$ cat config.mk
export PLATFORM = sky130hd
export DESIGN_NAME = dds_chan_sched_flat
export DESIGN_NICKNAME = d
export VERILOG_FILES = /design/src/rtl/dds_chan_sched_if.sv /design/src/rtl/dds_chan_sched.sv /design/src/flat_wrapper.sv
export SDC_FILE = /design/constraint.sdc
export NUM_CORES = 1
export LEC_CHECK = 0
export ABC_AREA = 1
export CELL_PAD_IN_SITES_DETAIL_PLACEMENT = 1
export CELL_PAD_IN_SITES_GLOBAL_PLACEMENT = 2
export CORE_AREA = 2 2 169 171
export CTS_BUF_LIST = sky130_fd_sc_hd__clkbuf_8
export CTS_CLUSTER_SIZE = 8
export DETAILED_ROUTE_END_ITERATION = 6
export DIE_AREA = 0 0 171 173
export PLACE_DENSITY = 0.84
export SYNTH_ARGS = -nofsm -noshare
export SYNTH_HDL_FRONTEND = slang
export SYNTH_SLANG_ARGS = --single-unit
export TNS_END_PERCENT = 30
$ cat constraint.sdc
create_clock -name clk -period 12.15 [get_ports clk]
set_input_delay 1.8225 -clock clk [delete_from_list [all_inputs] [get_ports clk]]
set_output_delay 1.8225 -clock clk [all_outputs]
set_load 0.005 [all_outputs]
$ cat src/rtl/dds_chan_sched_if.sv
// Bus bundle for the DDS channel scheduler: config writes, evaluator loop and sample stream.
interface dds_chan_sched_if #(
  parameter int unsigned CHW = 2
);
  localparam int unsigned PW = 21;
  localparam int unsigned DW = 17;

  logic           cfg_we;
  logic [CHW-1:0] cfg_ch;
  logic [PW-1:0]  cfg_inc;
  logic           cfg_en;
  logic           cfg_clr;
  logic [PW-1:0]  phase_out;
  logic [DW-1:0]  sine_in;
  logic           out_valid;
  logic           out_ready;
  logic [DW-1:0]  out_data;
  logic [CHW-1:0] out_ch;

  modport master (
    output cfg_we, cfg_ch, cfg_inc, cfg_en, cfg_clr, sine_in, out_ready,
    input  phase_out, out_valid, out_data, out_ch
  );

  modport slave (
    input  cfg_we, cfg_ch, cfg_inc, cfg_en, cfg_clr, sine_in, out_ready,
    output phase_out, out_valid, out_data, out_ch
  );
endinterface

$ cat src/rtl/dds_chan_sched.sv
// Round-robin phase-accumulator scheduler sharing one sine evaluator across NCH channels.
module dds_chan_sched #(
  parameter int unsigned NCH = 4,
  parameter int unsigned CHW = 2
) (
  input  logic            clk,
  input  logic            rst,
  dds_chan_sched_if.slave bus
);
  localparam int unsigned PW = 21;
  localparam int unsigned DW = 17;

  typedef enum logic [1:0] {
    IDLE = 2'd0,
    RUN  = 2'd1,
    HOLD = 2'd2
  } state_e;

  state_e         state_q, state_d;
  logic [CHW-1:0] slot_q, slot_d;
  logic [PW-1:0]  acc_q [NCH];
  logic [PW-1:0]  acc_d [NCH];
  logic [PW-1:0]  inc_q [NCH];
  logic [PW-1:0]  inc_d [NCH];
  logic [NCH-1:0] en_q, en_d;
  logic           out_valid_q, out_valid_d;
  logic [DW-1:0]  out_data_q, out_data_d;
  logic [CHW-1:0] out_ch_q, out_ch_d;
  logic           can_issue;

  always_ff @(posedge clk or posedge rst) begin
    if (rst) state_q <= IDLE;
    else     state_q <= state_d;
  end

  // Channel enables after this cycle's write decide RUN vs IDLE.
  always_comb begin
    state_d = state_q;
    unique case (state_q)
      IDLE: if (|en_d) state_d = RUN;
      RUN: begin
        if (~|en_d)                              state_d = IDLE;
        else if (out_valid_q && !bus.out_ready)  state_d = HOLD;
      end
      HOLD: if (bus.out_ready) state_d = (|en_d) ? RUN : IDLE;
      default: state_d = IDLE;
    endcase
  end

  always_comb begin
    can_issue   = (state_q == RUN) && (!out_valid_q || bus.out_ready);
    slot_d      = slot_q;
    acc_d       = acc_q;
    inc_d       = inc_q;
    en_d        = en_q;
    out_valid_d = out_valid_q;
    out_data_d  = out_data_q;
    out_ch_d    = out_ch_q;

    if (can_issue) begin
      slot_d = (slot_q == CHW'(NCH - 1)) ? '0 : slot_q + CHW'(1);
      if (en_q[slot_q]) begin
        out_valid_d    = 1'b1;
        out_data_d     = bus.sine_in;
        out_ch_d       = slot_q;
        acc_d[slot_q]  = acc_q[slot_q] + inc_q[slot_q];
      end else begin
        out_valid_d = 1'b0;
      end
    end else if (out_valid_q && bus.out_ready) begin
      out_valid_d = 1'b0;
    end

    // Applied after the issue so a same-cycle clear wins over the increment.
    if (bus.cfg_we) begin
      inc_d[bus.cfg_ch] = bus.cfg_inc;
      en_d[bus.cfg_ch]  = bus.cfg_en;
      if (bus.cfg_clr) acc_d[bus.cfg_ch] = '0;
    end
  end

  always_ff @(posedge clk or posedge rst) begin
    if (rst) begin
      slot_q      <= '0;
      en_q        <= '0;
      out_valid_q <= 1'b0;
      out_data_q  <= '0;
      out_ch_q    <= '0;
      for (int unsigned i = 0; i < NCH; i++) begin
        acc_q[i] <= '0;
        inc_q[i] <= '0;
      end
    end else begin
      slot_q      <= slot_d;
      en_q        <= en_d;
      out_valid_q <= out_valid_d;
      out_data_q  <= out_data_d;
      out_ch_q    <= out_ch_d;
      for (int unsigned i = 0; i < NCH; i++) begin
        acc_q[i] <= acc_d[i];
        inc_q[i] <= inc_d[i];
      end
    end
  end

  assign bus.phase_out = acc_q[slot_q];
  assign bus.out_valid = out_valid_q;
  assign bus.out_data  = out_data_q;
  assign bus.out_ch    = out_ch_q;
endmodule

$ cat src/flat_wrapper.sv
// flat-port wrapper written by rule: the top's interface ports become plain ports
module dds_chan_sched_flat 
#(
  parameter int unsigned NCH = 4,
  parameter int unsigned CHW = 2
)
  (clk, rst, bus_cfg_we, bus_cfg_ch, bus_cfg_inc, bus_cfg_en, bus_cfg_clr, bus_sine_in, bus_out_ready, bus_phase_out, bus_out_valid, bus_out_data, bus_out_ch);
  dds_chan_sched_if #(.CHW(CHW)) bus_i ();
  input  logic clk;
  input  logic rst;
  input wire logic [$bits(bus_i.cfg_we)-1:0] bus_cfg_we;
  input wire logic [$bits(bus_i.cfg_ch)-1:0] bus_cfg_ch;
  input wire logic [$bits(bus_i.cfg_inc)-1:0] bus_cfg_inc;
  input wire logic [$bits(bus_i.cfg_en)-1:0] bus_cfg_en;
  input wire logic [$bits(bus_i.cfg_clr)-1:0] bus_cfg_clr;
  input wire logic [$bits(bus_i.sine_in)-1:0] bus_sine_in;
  input wire logic [$bits(bus_i.out_ready)-1:0] bus_out_ready;
  output wire logic [$bits(bus_i.phase_out)-1:0] bus_phase_out;
  output wire logic [$bits(bus_i.out_valid)-1:0] bus_out_valid;
  output wire logic [$bits(bus_i.out_data)-1:0] bus_out_data;
  output wire logic [$bits(bus_i.out_ch)-1:0] bus_out_ch;
  assign bus_i.cfg_we = bus_cfg_we;
  assign bus_i.cfg_ch = bus_cfg_ch;
  assign bus_i.cfg_inc = bus_cfg_inc;
  assign bus_i.cfg_en = bus_cfg_en;
  assign bus_i.cfg_clr = bus_cfg_clr;
  assign bus_i.sine_in = bus_sine_in;
  assign bus_i.out_ready = bus_out_ready;
  assign bus_phase_out = bus_i.phase_out;
  assign bus_out_valid = bus_i.out_valid;
  assign bus_out_data = bus_i.out_data;
  assign bus_out_ch = bus_i.out_ch;
  dds_chan_sched #(.NCH(NCH), .CHW(CHW)) u_core (.clk(clk), .rst(rst), .bus(bus_i));
endmodule
[Word level (Yosys, flattened, before mapping)]
Index checks and enable logic that the tools add are counted.
Operators by class
  $add $sub $neg: 2
  multipliers: 0
  div/mod/pow operators: 0
  $lt $le $gt $ge: 7
  equal/unequal tests: 6
  shift-type cells: 0
  multiplexer cells: 32
  bitwise logic cells: 4
  reductions and logical operators: 14
Operators with widths (count)
  84-bit 2-to-1 mux: 4
  84-bit bitwise mux: 2
  21-bit 2-to-1 mux: 6
  84-bit AND: 1
  21-bit binary-select mux with 2-bit select: 2
  21-bit demux with 2-bit select: 2
  84-bit inverter: 1
  21-bit adder: 1
  2-bit 2-to-1 mux: 5
  3-bit greater-or-equal comparator (second input constant): 2
  1-bit logical AND: 6
  2-bit by 3-bit < comparator with 1-bit output (second input constant): 2
  3-bit by 1-bit < comparator with 1-bit output (second input constant): 2
  1-bit 2-to-1 mux: 6
  2-bit inverter with 3-bit output: 2
  2-bit one-hot mux with 3 select lines: 1
  4-bit bitwise mux: 1
  2-bit equality test (second input constant): 2
  4-bit 2-to-1 mux: 1
  4-bit OR reduction: 1
  3-bit by 2-bit != test with 1-bit output (second input constant): 1
  3-bit AND reduction: 1
  2-bit by 1-bit adder with 2-bit output (second input constant): 1
  1-bit binary-select mux with 2-bit select: 1
  other kinds (10): 11
Word-level totals
  register bits after elaboration: 196
  latch bits: 0
  RAM bits: 0
  ROM bits: 0
  word-level logic and storage cells: 79
  memories: 0

[Depth between registers and ports, before layout]
Gate-level depths: netlist of run 1.
  depth after elaboration: 11
  depth in mapped cells: 20
  depth with buffers taken out: 17

[Least setup slack after synthesis of run 1]
No wires, ideal clock.
  path kind: reg-to-output
  from: register u_core.slot_q[0]
  to: output bus_phase_out[0]
  data arrival time: 1.370 ns
  required time: 10.327 ns
  path slack: 8.957 ns
  stages on the path, launching flop included: 7
  buffers on the path: 3
  cell sequence: dfrtp_1 > inv_2 > buf_2 > clkbuf_1 > buf_2 > nor2_1 > o22ai_1
Between the ends
  word-level cells in the longest chain between the ends: 4
Ends and longest elaborated chain
  start, declared: RTL line dds_chan_sched.sv:20  | logic [CHW-1:0] slot_q, slot_d;
  start signal, assigned: RTL line dds_chan_sched.sv:94  | slot_q <= slot_d;
  2-bit inverter with 3-bit output (implied by the code): RTL line dds_chan_sched.sv:106  | assign bus.phase_out = acc_q[slot_q];
  21-bit binary-select mux with 2-bit select: RTL line dds_chan_sched.sv:106
  21-bit 2-to-1 mux (implied by the code) (2 in series): RTL line dds_chan_sched.sv:106
  end, declared: RTL line flat_wrapper.sv:18  | output wire logic [$bits(bus_i.phase_out)-1:0] bus_phase_out;
No other way between the ends. The select of a mux whose other input is x is not followed.

[Worst setup path after layout of run 1]
  from: register u_core.slot_q[0]
  to: output bus_phase_out[8]
Same word-level chain as after synthesis.

==> impl_metrics.env, run 1 <==
export IMPL_power_mw=3.72
export IMPL_comb_power_share=0.611
export IMPL_grt_pass1_vias=9583
export IMPL_path_max_fanout=78
export IMPL_cts_path_max_buffers=2
export IMPL_viasPerCell=5.09
export IMPL_clkPwrFrac=0.128
export IMPL_syn_to_final_growth_pct=15.1
export IMPL_htreeDepth=4
export IMPL_grt_antenna_before_repair=0
export IMPL_io_pins=87
export IMPL_clock_latency_ns=0.50
export IMPL_cp_end_kind="output pin"
export IMPL_num_rows=61
export IMPL_finalInstanceArea_um2=12000
export IMPL_finClkSkew_ns=0.0140
export IMPL_cts_tree="built"
export IMPL_fin_crit_sh=0.430
export IMPL_hp_start="u_core.inc_q[36]$_DFFE_PP0P_"
export IMPL_cts_root_buf="clkbuf_8"
export IMPL_clk_pin_slew_worst_paths_ns=0.10
export IMPL_route_detailed_drc=0
export IMPL_status="complete, no violations"
export IMPL_vias=9257
export IMPL_start_util=0.378
export IMPL_layout_drive_gt1_share=0.0534
export IMPL_wl_per_cell_um=17.9
export IMPL_clock_sinks=196
export IMPL_synth_cells=1373
export IMPL_internal_power_mw=1.85
export IMPL_numCtsBuffers=17
export IMPL_grt_overflow=0
export IMPL_switching_share=0.503
export IMPL_cp_data_arrival_time_ns=3.41
export IMPL_crit_path_start="u_core.slot_q[0]$_DFFE_PP0P_"
export IMPL_relSlewSlack=0.355
export IMPL_ys_warn_count=0
export IMPL_cts_hold_buf=0
export IMPL_firstDrtPassIters=4
export IMPL_synth_area_um2=10400
export IMPL_post_cts_resize_count=0
export IMPL_io_buffers=86
export IMPL_hpwl_mm=21.4
export IMPL_setup_tns_ns=0
export IMPL_net_switching_power_mw=1.87
export IMPL_fin_crit_ns=5.23
export IMPL_grt_start_max_net_pins=129
export IMPL_leakage_nw=6.00
export IMPL_synth_seq_cells=196
export IMPL_fmax_ghz=0.191
export IMPL_cap_violations=0
export IMPL_ys_seq_area_frac=0.470
export IMPL_whs_ns=0.486
export IMPL_die_area_um2=29600
export IMPL_rsz0062_at_grt="false"
export IMPL_power_density_nw_per_um2=310
export IMPL_slew_viol_final=0
export IMPL_cp_required_ns=10.33
export IMPL_cts_setup_buffers=0
export IMPL_pwr_share_seq=0.261
export IMPL_slowest_stage="buf_4"
export IMPL_coreArea_um2=27600
export IMPL_die_height_um=173
export IMPL_finalHoldViolations=0
export IMPL_peakVddDrop_v=0.000114
export IMPL_place_area_um2=11600
export IMPL_crit_path_start_kind="register"
export IMPL_path_cells="inv_2 -> buf_4 -> o21ai_0 -> o22ai_1 -> clkdlybuf4s50_1"
export IMPL_synth_nets=1444
export IMPL_drt_iter0_markers=541
export IMPL_diodes=0
export IMPL_track_usage=0.229
export IMPL_die_x_um=171
export IMPL_syn_avg_cell_area_um2=7.60
export IMPL_final_nets=1499
export IMPL_antenna_left=0
export IMPL_gp_congestion=0.805
export IMPL_netlist_cell_type_count=32
export IMPL_tightest_slew_ns=0.967
export IMPL_grt_pass1_wl_mm=52.6
export IMPL_setup_violations=0
export IMPL_hold_class="reg2reg"
export IMPL_crit_type="reg2out"
export IMPL_rr_startpoint="u_core.slot_q[0]$_DFFE_PP0P_"
export IMPL_slowest_delay_ns=0.74
export IMPL_wl_mm=32.6
## final timing paths
check                                                       to  slack (ns)  depth (start not counted)
min in group asynchronous  u_core.bus.out_data[10]$_DFFE_PP0P_        1.88                          2
min reg2reg                       u_core.inc_q[36]$_DFFE_PP0P_        0.49                          2
max                                           bus_phase_out[8]        6.92                          5
max in group asynchronous           u_core.acc_q[13]$_DFF_PP0_        8.83                          3
min                               u_core.inc_q[36]$_DFFE_PP0P_        0.49                          2
max reg2reg                         u_core.acc_q[79]$_DFF_PP0_        7.64                         17
## cell usage in the layout, fill, tap and decap left out, drive strengths merged
cell type | synthesis | final
a21oi | 114 | 114
a32oi | 2 | 2
and2 | 2 | 2
buf | 26 | 14
bufinv | 0 | 3
clkbuf | 38 | 17
clkdlybuf4s50 | 0 | 86
clkinv | 0 | 5
clkinvlp | 0 | 1
dfrtp | 196 | 196
fa | 1 | 1
ha | 24 | 24
inv | 199 | 205
mux2 | 17 | 17
nand2 | 294 | 294
nand3 | 85 | 85
nand4 | 5 | 5
nor2 | 138 | 138
nor3 | 2 | 2
o2111ai | 1 | 1
o21ai | 192 | 192
o21bai | 4 | 4
o22ai | 25 | 25
o31ai | 1 | 1
xnor2 | 1 | 1
xor2 | 6 | 6
## stage by stage
step / cells / setup slack (ns) / utilization
after floorplan: 1373 / 4.99 / -
after global placement: 1787 / 7.48 / 0.419
after detailed placement: 1787 / 7.42 / 0.419
after CTS: 1819 / 6.87 / 0.435
after global routing: 1819 / 6.78 / 0.435
final: 1819 / 6.92 / 0.435
## synth_stat cells (all sizes together)
master   count  share of area
a21oi      114          0.055
a32oi        2         0.0017
and2         2         0.0012
buf         26          0.015
clkbuf      38          0.014
dfrtp      196           0.47
fa           1         0.0019
ha          24          0.029
inv        199          0.072
mux2        17          0.018
nand2      294           0.11
nand3       85          0.044
nand4        5         0.0030
nor2       138          0.050
nor3         2        0.00096
o2111ai      1        0.00084
o21ai      192          0.092
o21bai       4         0.0029
o22ai       25          0.016
o31ai        1        0.00072
xnor2        1        0.00084
xor2         6         0.0050
## sequential cells by signal, indices dropped and copies added (netlist names)
register / flops
u_core.bus.out_valid: 1
u_core.slot_q: 2
u_core.acc_q: 84
u_core.inc_q: 84
u_core.bus.out_data: 17
u_core.bus.out_ch: 2
u_core.en_q: 4
u_core.state_q: 2
## power by group through the flow
stage                     registers [mW]  logic [mW]  clock network (mW)
after detailed placement           0.984        2.26                   0
after global placement             0.978        2.23                   0
after CTS                          0.974        2.28               0.488
final                              0.972        2.28               0.476
after floorplan                    0.951        1.51                   0
after global routing               0.998        2.56               0.512
## worst max-delay path, delay by kind of cell (launching register included)
| family | cells | cell delay, ns |
|---|---|---|
| buf+inv | 3 | 1.74 |
| flops | 1 | 0.61 |
| compound gates | 2 | 0.51 |
## cell families (layout without fill, tap and decap cells)
logic type               after synthesis  in the layout  share of synthesized area
multiplexers                          17             17                     0.0183
flip-flops                           196            196                      0.470
AO/OA/AOI/OAI                        339            339                      0.169
XOR/XNOR                               7              7                    0.00587
AND/OR/NAND/NOR                      526            526                      0.205
buffers and inverters                263            331                      0.101
adder cells (fa/ha/maj)               25             25                     0.0307
## per-layer routing
metal  up-vias  track usage  share of wire
met1      4588        0.315           0.48
met4         0       0.0470         0.0096
met2       121        0.385           0.48
li1       4525            -              -
met5         -            0              0
met3        23       0.0311          0.024
## final cells by class
| cell class | instances | area (um2) |
|---|---|---|
| Fill cell | 3454 | 15600 |
| Sequential cell | 196 | 4910 |
| Multi-Input combinational cell | 914 | 4480 |
| Timing Repair Buffer | 100 | 966 |
| Inverter | 199 | 754 |
| Tap cell | 378 | 473 |
| Clock buffer | 17 | 234 |
| Clock inverter | 15 | 193 |
Power figures use the tool's default switching activity.
==> inputs of run 2 (changes only) <==
CORE_AREA = 2 2 184 186   (was 2 2 169 171)
DIE_AREA = 0 0 186 188   (was 0 0 171 173)
PLACE_DENSITY = 0.75   (was 0.84)
clock period = 4.2 ns   (was 12.15 ns; I/O delays follow)
==> impl_metrics.env, run 2 (synthesis gave the netlist of run 1 again) <==
export IMPL_coreArea_um2=33100
export IMPL_n_fill_cell=4028
export IMPL_clk_pin_slew_worst_paths_ns=0.11
export IMPL_grt_start_max_net_pins=124
export IMPL_peakVddDrop_v=0.000331
export IMPL_slowest_stage="dfrtp_2"
export IMPL_wl_per_cell_um=18.4
export IMPL_final_nets=1509
export IMPL_fmax_ghz=0.287
export IMPL_setup_violations=0
export IMPL_cts_hold_buf=0
export IMPL_finClkSkew_ns=0.0219
export IMPL_finalHoldViolations=0
export IMPL_cp_end_kind="register"
export IMPL_cp_required_ns=4.61
export IMPL_r2r_cells=16
export IMPL_crit_type="reg2reg"
export IMPL_crit_path_start_kind="register"
export IMPL_diodes=0
export IMPL_tightest_slew_ns=0.736
export IMPL_final_cell_mix="293 x nand2_1, 195 x dfrtp_1, 192 x inv_1, 190 x o21ai_0, 138 x nor2_1"
export IMPL_gp_congestion=0.831
export IMPL_cp_data_arrival_time_ns=3.89
export IMPL_cts_setup_buffers=0
export IMPL_firstDrtPassIters=5
export IMPL_wl_mm=34.9
export IMPL_clock_sinks=196
export IMPL_path_common_cell="nand3_1"
export IMPL_start_util=0.315
export IMPL_rr_startpoint="u_core.slot_q[0]$_DFFE_PP0P_"
export IMPL_rsz0062_at_grt="false"
export IMPL_slowest_delay_ns=0.63
export IMPL_fin_crit_ns=3.48
export IMPL_fin_crit_sh=0.829
export IMPL_htreeDepth=4
export IMPL_power_mw=10.8
export IMPL_hold_class="in2async"
export IMPL_leakage_nw=6.02
export IMPL_num_rows=67
export IMPL_path_max_fanout=20
export IMPL_die_height_um=188
export IMPL_slew_viol_final=0
export IMPL_r2r_end="u_core.acc_q[16]$_DFF_PP0_"
export IMPL_cts_tree="built"
export IMPL_track_usage=0.211
export IMPL_io_buffers=86
export IMPL_io_pins=87
export IMPL_syn_to_final_growth_pct=16.5
export IMPL_numCtsBuffers=17
export IMPL_drt_iter0_markers=573
export IMPL_crit_path_start="u_core.slot_q[0]$_DFFE_PP0P_"
export IMPL_status="complete, no violations"
export IMPL_layout_drive_gt1_share=0.0600
export IMPL_die_area_um2=35000
export IMPL_setup_tns_ns=0
export IMPL_cts_root_buf="clkbuf_8"
export IMPL_grt_pass1_vias=9899
export IMPL_vias=9325
export IMPL_viasPerCell=4.91
export IMPL_grt_antenna_before_repair=0
export IMPL_relSlewSlack=0.508
export IMPL_path_cells="buf_4 -> o21ai_0 -> o22ai_1 -> ha_1 -> inv_1 -> fa_1 -> inv_1 -> nand3_1 -> nand3_1 -> nand3_1 -> nand2_1 -> nand2_1 -> nand3_1 -> nand3_1 -> nand2_1 -> inv_1"
export IMPL_cts_path_max_buffers=2
export IMPL_clock_latency_ns=0.52
export IMPL_layout_commonest_cell="nand2_1"
export IMPL_cap_violations=0
export IMPL_grt_overflow=0
export IMPL_post_cts_resize_count=0
export IMPL_crit_path_end="u_core.acc_q[16]$_DFF_PP0_"
export IMPL_route_detailed_drc=0
export IMPL_power_density_nw_per_um2=886
export IMPL_die_x_um=186
export IMPL_rrSetupSlack_ns=0.72
export IMPL_grt_pass1_wl_mm=56.0
export IMPL_hpwl_mm=23.5
export IMPL_antenna_left=0
-- run 2: critical path, delay by kind of cell (launching register included) --
| kind | cells | cell delay [ns] |
|---|---|---|
| buf+inv | 4 | 0.56 |
| flops | 1 | 0.63 |
| compound gates | 2 | 0.45 |
| fa+ha+maj | 2 | 0.72 |
| simple gates | 8 | 1.00 |
-- run 2: routing by layer --
metal | track usage | vias to the layer above | wire, um
met5 | 0 | - | 0
met4 | 0.0727 | 0 | 802
met3 | 0.0266 | 43 | 878
met2 | 0.342 | 131 | 16500
met1 | 0.289 | 4620 | 16700
li1 | - | 4531 | -
-- run 2: how the worst min path moves through the flow --
| stage | to | depth (start not counted) |
|---|---|---|
| after floorplan | u_core.inc_q[21]$_DFFE_PP0P_ | 2 |
| after global placement | u_core.inc_q[58]$_DFFE_PP0P_ | 2 |
| after detailed placement | u_core.inc_q[34]$_DFFE_PP0P_ | 2 |
| after CTS | u_core.bus.out_data[9]$_DFFE_PP0P_ | 2 |
| after global routing | u_core.bus.out_data[9]$_DFFE_PP0P_ | 2 |
| final | u_core.bus.out_data[9]$_DFFE_PP0P_ | 2 |
-- run 2: stage by stage --
step | setup slack, ns | std cells | cell area, um2 | utilization | hold WS (ns)
floorplan | 1.04 | 1373 | 10400 | - | 0.448
global placement | 0.788 | 1867 | 11800 | 0.356 | 0.461
detailed placement | 0.747 | 1867 | 11800 | 0.356 | 0.468
CTS | 0.698 | 1899 | 12200 | 0.367 | 0.354
global route | 0.482 | 1899 | 12200 | 0.367 | 0.360
finish | 0.718 | 1899 | 12200 | 0.367 | 0.379
-- run 2: where the power goes --
group / leakage, nW / switching [mW] / total [mW] / internal, mW
Clock: 0.181 / 0.776 / 1.22 / 0.442
Combinational: 3.38 / 4.44 / 6.75 / 2.31
Sequential: 2.46 / 0.331 / 2.81 / 2.48
Total: 6.02 / 5.55 / 10.8 / 5.23
-- run 2: final cells by class --
cell class	count	area (um2)	share of cell area
Tap cell	448	561	0.0461
Clock inverter	14	119	0.00977
Clock buffer	18	248	0.0204
Sequential cell	196	4910	0.403
Inverter	199	752	0.0618
Multi-Input combinational cell	914	4490	0.369
Timing Repair Buffer	110	1090	0.0897
==> inputs of run 3 (changes only) <==
CORE_AREA = 2 2 176 178   (was 2 2 184 186)
DIE_AREA = 0 0 178 180   (was 0 0 186 188)
PLACE_DENSITY = 0.78   (was 0.75)
clock period = 3.3 ns   (was 4.2 ns; I/O delays follow)
==> impl_metrics.env, run 3 (synthesis gave the netlist of run 1 again) <==
export IMPL_status="complete, no violations"
export IMPL_r2r_end="u_core.acc_q[59]$_DFF_PP0_"
export IMPL_io_buffers=86
export IMPL_n_fill_cell=3729
export IMPL_wl_mm=35.0
export IMPL_r2r_cells=15
export IMPL_leakage_nw=6.17
export IMPL_cts_hold_buf=0
export IMPL_hp_start="u_core.inc_q[57]$_DFFE_PP0P_"
export IMPL_switching_share=0.507
export IMPL_grt_overflow=0
export IMPL_syn_to_final_growth_pct=19.0
export IMPL_hold_class="reg2reg"
export IMPL_slew_viol_final=0
export IMPL_fmax_ghz=0.321
export IMPL_num_rows=64
export IMPL_power_mw=14.1
export IMPL_pwr_share_seq=0.251
export IMPL_start_util=0.346
export IMPL_finClkSkew_ns=0.0232
export IMPL_rrSetupSlack_ns=0.19
export IMPL_grt_start_max_net_pins=78
export IMPL_vias=9437
export IMPL_place_area_um2=11900
export IMPL_track_usage=0.223
export IMPL_holdPathEnd="u_core.inc_q[57]$_DFFE_PP0P_"
export IMPL_clk_pin_slew_worst_paths_ns=0.11
export IMPL_tightest_slew_ns=0.854
export IMPL_crit_path_start_kind="register"
export IMPL_route_detailed_drc=0
export IMPL_instances_no_fill=1865
export IMPL_hpwl_mm=23.1
export IMPL_setup_violations=0
export IMPL_finalHoldViolations=0
export IMPL_seqCellArea_um2=4910
export IMPL_clock_latency_ns=0.51
export IMPL_cap_violations=0
export IMPL_final_cell_mix="293 x nand2_1, 195 x dfrtp_1, 191 x inv_1, 190 x o21ai_0, 138 x nor2_1"
export IMPL_setup_tns_ns=0
export IMPL_drt_iter0_markers=581
export IMPL_path_max_fanout=21
export IMPL_net_switching_power_mw=7.15
export IMPL_clkPwrFrac=0.113
export IMPL_rr_startpoint="u_core.slot_q[0]$_DFFE_PP0P_"
export IMPL_multi_input_area_um2=4510
export IMPL_cp_data_arrival_time_ns=3.51
export IMPL_grt_antenna_before_repair=0
export IMPL_htreeDepth=4
export IMPL_power_density_nw_per_um2=1140
export IMPL_crit_type="reg2reg"
export IMPL_viasPerCell=5.06
export IMPL_peakVddDrop_v=0.000352
export IMPL_cp_required_ns=3.70
export IMPL_internal_power_mw=6.96
export IMPL_cts_tree="built"
export IMPL_die_area_um2=32000
export IMPL_numCtsBuffers=17
export IMPL_io_pins=87
export IMPL_fin_crit_ns=3.11
export IMPL_grt_pass1_vias=9842
export IMPL_layout_drive_gt1_share=0.0756
export IMPL_wl_per_cell_um=18.8
export IMPL_gp_congestion=0.833
export IMPL_grt_pass1_wl_mm=55.0
export IMPL_hold_depth=2
export IMPL_comb_power_share=0.636
export IMPL_fin_crit_sh=0.944
export IMPL_firstDrtPassIters=5
export IMPL_antenna_left=0
export IMPL_final_nets=1527
export IMPL_die_x_um=178
export IMPL_relSlewSlack=0.430
export IMPL_finalInstanceArea_um2=12400
export IMPL_cts_root_buf="clkbuf_8"
export IMPL_place_inst=1830
export IMPL_coreArea_um2=30200
export IMPL_cts_path_max_buffers=2
export IMPL_layout_commonest_cell="nand2_1"
export IMPL_diodes=0
export IMPL_cp_end_kind="register"
export IMPL_clock_sinks=196
export IMPL_die_height_um=180
[run 3: cell count changes in the layout (fill, tap and decap cells not counted), sizes merged]
| cell | change |
|---|---|
| clkbuf | +1 |
| buf | +16 |
| clkinv | +1 |
[run 3: timing repair]
| item | in CTS | in global routing |
|---|---|---|
| resized for setup | 0 | 12 |
| setup buffers | 0 | 1 |
| setup endpoints to repair | 0 | 38 |
[run 3: worst max-delay path: stages (launching register included)]
cell and delay [ns]:
dfrtp_2 0.51, inv_6 0.17, buf_4 0.28, buf_4 0.17
o21ai_0 0.07, o22ai_1 0.36, ha_1 0.40, nand2_1 0.09
nand2_1 0.07, o21bai_1 0.19, a21oi_1 0.26, nand2_1 0.10
nand2_1 0.12, nand3_1 0.10, nand2_1 0.09, inv_1 0.04
[run 3: through the flow]
step / hold WS (ns) / setup slack [ns] / utilization
global placement: 0.462 / 0.159 / 0.395
CTS: 0.494 / 0.121 / 0.408
finish: 0.490 / 0.185 / 0.411
detailed placement: 0.468 / 0.177 / 0.395
global route: 0.513 / -0.00337 / 0.411
floorplan: 0.448 / 0.273 / -
[run 3: final cells by class]
cell class | count | area share
Sequential cell | 196 | 0.395
Multi-Input combinational cell | 914 | 0.364
Timing Repair Buffer | 128 | 0.110
Clock buffer | 17 | 0.0188
Tap cell | 396 | 0.0399
Inverter | 199 | 0.0609
Clock inverter | 15 | 0.0119
[run 3: worst max-delay path by stage]
stage / from / to / cells past startpoint
final: u_core.slot_q[0]$_DFFE_PP0P_ / u_core.acc_q[59]$_DFF_PP0_ / 15
after global routing: u_core.slot_q[0]$_DFFE_PP0P_ / u_core.acc_q[62]$_DFF_PP0_ / 15
after CTS: u_core.slot_q[0]$_DFFE_PP0P_ / bus_phase_out[7] / 6
after detailed placement: u_core.slot_q[1]$_DFFE_PP0P_ / u_core.acc_q[37]$_DFF_PP0_ / 16
after global placement: u_core.slot_q[0]$_DFFE_PP0P_ / u_core.acc_q[60]$_DFF_PP0_ / 15
after floorplan: rst / u_core.acc_q[0]$_DFF_PP0_ / 1
[run 3: metal layers]
metal,vias up,wire length [um],global-route usage
met4,0,518,0.0531
met3,31,932,0.0307
li1,4573,-,-
met5,-,0,0
met2,135,16800,0.374
met1,4698,16700,0.304
[run 3: power by group through the flow]
stage / Clock, mW / Combinational, mW / Sequential [mW]
3_3_place_gp: 0 / 8.67 / 3.55
5_1_grt: 1.73 / 10.0 / 3.63
6_report: 1.59 / 8.98 / 3.54
4_1_cts: 1.64 / 8.84 / 3.53
3_5_place_dp: 0 / 8.79 / 3.58
2_1_floorplan: 0 / 5.56 / 3.50
